==> src/rtl/frame_scheduler.sv <==
// Issues the per-frame game update tasks one after another during vertical blanking.
// Define FRAME_SCHED_WATCHDOG_EN to abort unfinished sequences on DEADLINE_LINE.
`timescale 1ns/1ps

module frame_scheduler #(
   parameter int N_TASKS       = 4,
   parameter int V_ACTIVE      = 480,
   parameter int DEADLINE_LINE = 520
) (
   input  logic                                         clk,
   input  logic                                         rst,
   input  logic [9:0]                                   y,
   input  logic                                         pause,
   input  logic [N_TASKS-1:0]                           task_done,
   output logic [N_TASKS-1:0]                           task_start,
   output logic                                         busy,
   output logic [(N_TASKS > 1 ? $clog2(N_TASKS) : 1)-1:0] task_idx,
   output logic [15:0]                                  frame_cnt,
   output logic                                         overrun,
   output logic [7:0]                                   overrun_cnt
);

   localparam int IW = (N_TASKS > 1) ? $clog2(N_TASKS) : 1;
   localparam logic [IW-1:0] LAST_IDX = IW'(N_TASKS - 1);
   localparam logic [9:0] VB_LINE = 10'(V_ACTIVE);

   if (!((V_ACTIVE < DEADLINE_LINE) && (DEADLINE_LINE < 525))) begin : g_bad_deadline
      $error("frame_scheduler: DEADLINE_LINE must lie strictly between V_ACTIVE and 525");
   end

   typedef enum logic [1:0] {
      IDLE,
      ISSUE,
      WAIT
   } state_t;

   state_t     state;
   logic [9:0] y_q;
   logic       vb_start;

   // Fires only on the first cycle y shows the blanking line, so once per frame.
   always_comb begin
      vb_start = (y == VB_LINE) && (y_q != VB_LINE);
   end

`ifdef FRAME_SCHED_WATCHDOG_EN
   localparam logic [9:0] DL_LINE = 10'(DEADLINE_LINE);
   logic deadline_hit;

   always_comb begin
      deadline_hit = (y == DL_LINE) && (state != IDLE);
   end
`else
   assign overrun     = 1'b0;
   assign overrun_cnt = 8'd0;
`endif

   always_ff @(posedge clk or negedge rst) begin
      if (!rst) begin
         state       <= IDLE;
         y_q         <= 10'd0;
         task_start  <= '0;
         busy        <= 1'b0;
         task_idx    <= '0;
         frame_cnt   <= 16'd0;
`ifdef FRAME_SCHED_WATCHDOG_EN
         overrun     <= 1'b0;
         overrun_cnt <= 8'd0;
`endif
      end else begin
         y_q        <= y;
         task_start <= '0;
         if (vb_start) begin
            frame_cnt <= frame_cnt + 16'd1;
         end
`ifdef FRAME_SCHED_WATCHDOG_EN
         overrun <= 1'b0;
         // The abort outranks any done strobe arriving in the same cycle.
         if (deadline_hit) begin
            state    <= IDLE;
            busy     <= 1'b0;
            task_idx <= '0;
            overrun  <= 1'b1;
            if (overrun_cnt != 8'hFF) begin
               overrun_cnt <= overrun_cnt + 8'd1;
            end
         end else begin
`else
         begin
`endif
            case (state)
               IDLE: begin
                  if (vb_start && !pause) begin
                     state      <= ISSUE;
                     busy       <= 1'b1;
                     task_idx   <= '0;
                     task_start <= N_TASKS'(1);
                  end
               end
               ISSUE: begin
                  state <= WAIT;
               end
               WAIT: begin
                  if (task_done[task_idx]) begin
                     if (task_idx == LAST_IDX) begin
                        state    <= IDLE;
                        busy     <= 1'b0;
                        task_idx <= '0;
                     end else begin
                        state      <= ISSUE;
                        task_idx   <= task_idx + IW'(1);
                        task_start <= N_TASKS'(1) << (task_idx + IW'(1));
                     end
                  end
               end
               default: begin
                  state    <= IDLE;
                  busy     <= 1'b0;
                  task_idx <= '0;
               end
            endcase
         end
      end
   end

endmodule

==> config.mk <==
export PLATFORM = sky130hd
export DESIGN_NAME = frame_scheduler
export DESIGN_NICKNAME = d
export VERILOG_FILES = /design/src/rtl/frame_scheduler.sv
export SDC_FILE = /design/constraint.sdc
export NUM_CORES = 1
export LEC_CHECK = 0
export ABC_AREA = 0
export CELL_PAD_IN_SITES_DETAIL_PLACEMENT = 0
export CELL_PAD_IN_SITES_GLOBAL_PLACEMENT = 2
export CORE_MARGIN = 10
export CORE_UTILIZATION = 29
export CTS_CLUSTER_DIAMETER = 150
export DETAILED_ROUTE_END_ITERATION = 8
export PLACE_DENSITY_LB_ADDON = 0.1
export SYNTH_ARGS = -nofsm -noshare
export SYNTH_HDL_FRONTEND = slang
export SYNTH_SLANG_ARGS = --single-unit
==> constraint.sdc <==
create_clock -name clk -period 2.4 [get_ports clk]
set_input_delay 0.48 -clock clk [delete_from_list [all_inputs] [get_ports clk]]
set_output_delay 0.48 -clock clk [all_outputs]
set_load 0.01 [all_outputs]
==> flow_metrics.env <==
export IMPL_start_util=0.296
export IMPL_cts_tree="done"
export IMPL_drc=0
export IMPL_crit_slowest_cell="clkdlybuf4s50_1"
export IMPL_grt_overflow_total=0
export IMPL_synthCells=137
export IMPL_postRouteAntennaNets=0
export IMPL_die_h_um=94.7
export IMPL_critPathCaptureType="flip-flop"
export IMPL_slew_headroom=0.602
export IMPL_wl_um=3670
export IMPL_placementRows=27
export IMPL_cp_cell_sequence="clkdlybuf4s50_1 > nor4_1 > and4bb_2 > o41ai_4 > buf_4 > buf_4 > or3_2 > a21oi_1"
export IMPL_period_share=0.930
export IMPL_tightest_slew_ns=0.589
export IMPL_synthToLayoutAreaGrowth_pct=34.3
export IMPL_io_pins=49
export IMPL_clkTransAtPathRegs_ns=0.07
export IMPL_hold_class="reg2reg"
export IMPL_layout_commonest_cell="clkdlybuf4s50_1"
export IMPL_hold_viol=0
export IMPL_path_buf_inv=3
export IMPL_grt_usage=0.0863
export IMPL_layout_setup_ws_ns=0.167
export IMPL_core_area_um2=5470
export IMPL_cts_resized_gates=0
export IMPL_drive_gt1_frac=0.118
export IMPL_fin_nets=208
export IMPL_p_total_mw=1.33
export IMPL_worst_ep_arrival_time_ns=2.44
export IMPL_yosysWarnings=0
export IMPL_final_cell_mix="clkdlybuf4s50_1, dfrtp_1, xor2_1"
export IMPL_syn_area_per_cell_um2=11.8
export IMPL_dr_first_iter_drc_count=27
export IMPL_post_dp_hpwl_um=2770
export IMPL_fin_setup_tns_ns=0
export IMPL_antenna_found_initial=0
export IMPL_crit_path_max_incr_delay_ns=0.42
export IMPL_dieArea_um2=8970
export IMPL_cts_root_buf="clkbuf_8"
export IMPL_critPathMaxFanout=5
export IMPL_setup_violations=0
export IMPL_period_needed_ns=2.23
export IMPL_synth_area_um2=1620
export IMPL_n_antenna_cell=0
export IMPL_crit_type="in2reg"
export IMPL_synth_top_flop_cell="dfrtp_1"
export IMPL_start_kind="primary input"
export IMPL_outcome="finished clean"
export IMPL_rsz0062_at_grt="false"
export IMPL_grt_pass1_vias=1242
export IMPL_drt_pass1_iterations=4
export IMPL_vias_per_cell=4.36
export IMPL_finClkSkew_ns=0.00258
export IMPL_grt_max_degree=36
export IMPL_path_delay_family="simple AND/OR/NAND/NOR gates"
export IMPL_cpMostUsedCell="buf_4"
export IMPL_cp_data_required_time_ns=2.61
export IMPL_cap_viol_max_count=0
export IMPL_die_w_um=94.7
export IMPL_wl_per_cell_um=14.2
export IMPL_synth_async_sr_flop_share=1.00
export IMPL_gp_congestion=0.751
export IMPL_fmax_ghz=0.448
export IMPL_vias=1128
export IMPL_clock_path_buffers=2
export IMPL_htree_levels=2
export IMPL_grt_first_pass_wirelength_um=6070
export IMPL_ys_types=34
export IMPL_clock_sinks=35
export IMPL_cts_setup_buffers=0
export IMPL_insertion_delay_ns=0.28
export IMPL_cts_hold_buffers=0
export IMPL_synth_edf_count=0
export IMPL_power_density_nw_per_um2=612
export IMPL_cts_buffers=5
export IMPL_synth_ff_latch_count=35
export IMPL_p_leak_nw=0.970
export IMPL_post_place_ws_ns=0.0143
export IMPL_ir_drop_mv=0.261
export IMPL_ys_seq_area_frac=0.541
export IMPL_port_buffers=39
export IMPL_slew_violations=0
[final timing paths]
kind | to | slack (ns) | cells past startpoint | startpoint
max | state[0] | 0.17 | 8 | y[0]
min reg2reg | frame_cnt[15] | 0.47 | 1 | frame_cnt[15]
max reg2reg | frame_cnt[1] | 0.43 | 5 | y_q[1]
min in group asynchronous | y_q[3] | 0.61 | 2 | rst
min | frame_cnt[15] | 0.47 | 1 | frame_cnt[15]
max in group asynchronous | task_idx[0] | 1.48 | 2 | rst
[metrics by stage]
stage	area [um2]	std cells	util	hold slack, ns
3_5_place_dp	2060	247	0.376	0.476
5_1_grt	2170	259	0.397	0.506
4_1_cts	2140	255	0.392	0.485
2_1_floorplan	1650	145	-	0.184
6_report	2170	259	0.397	0.473
3_3_place_gp	2060	247	0.376	0.455
[synthesized netlist by cell type (all sizes together) (2+ instances only)]
master | n | area, um2
dfrtp | 35 | 876
xor2 | 12 | 105
buf | 10 | 78.8
nor4 | 10 | 62.6
inv | 6 | 22.5
nand2 | 6 | 22.5
a21oi | 5 | 25.0
ha | 5 | 62.6
nand3 | 5 | 30.0
and2 | 4 | 25.0
nor2 | 4 | 15.0
nor3 | 4 | 25.0
mux2i | 3 | 30.0
nand2b | 3 | 18.8
nand4 | 3 | 18.8
o21ai | 3 | 15.0
o41ai | 3 | 45.1
xnor2 | 3 | 26.3
o311ai | 2 | 17.5
[registers in the layout (all words and copies together), names as in the netlist]
register    cells
frame_cnt      16
y_q            10
task_start      4
state           2
task_idx        2
busy            1
[logic make-up (layout without fill, tap and decap cells)]
| family | Yosys count | count (layout) | share of synthesized area |
|---|---|---|---|
| adder cells (fa/ha/maj) | 5 | 5 | 0.0387 |
| other | 1 | 9 | 0.00232 |
| buffers and inverters | 17 | 59 | 0.0657 |
| XOR/XNOR | 15 | 15 | 0.0812 |
| AO/OA/AOI/OAI | 13 | 13 | 0.0634 |
| AND/OR/NAND/NOR | 47 | 47 | 0.179 |
| multiplexers | 4 | 4 | 0.0278 |
| flip-flops | 35 | 35 | 0.541 |
[report_power, final]
part           switching (mW)  total, mW  internal (mW)
clock network           0.206      0.404          0.198
logic                   0.124      0.245          0.121
registers              0.0532      0.682          0.629
total                   0.383       1.33          0.948
[layout make-up]
type                    count  area, um2
clock inverters             3       15.0
well taps                  72       90.1
flip-flops and latches     35        876
fillers                   558       3300
inverters                   6       22.5
clock buffers               5       68.8
repair buffers             45        435
multi-input cells          93        666
[layer usage]
metal,vias to the layer above,track usage,part of all wire,wire length [um]
met3,7,0.0301,0.073,268
met1,525,0.103,0.43,1570
li1,565,-,-,-
met5,-,0,0,0
met4,0,0.0436,0.018,65
met2,31,0.134,0.48,1770
[worst reg2reg max path, delay by kind of cell (launching register included)]
kind	cells	cell delay, ns
AND/OR/NAND/NOR	1	0.57
multiplexers	1	0.29
flip-flops	1	0.37
AO/OA/AOI/OAI	1	0.30
buffers and inverters	2	0.34
No activity file was read; power rests on OpenSTA's default activity.
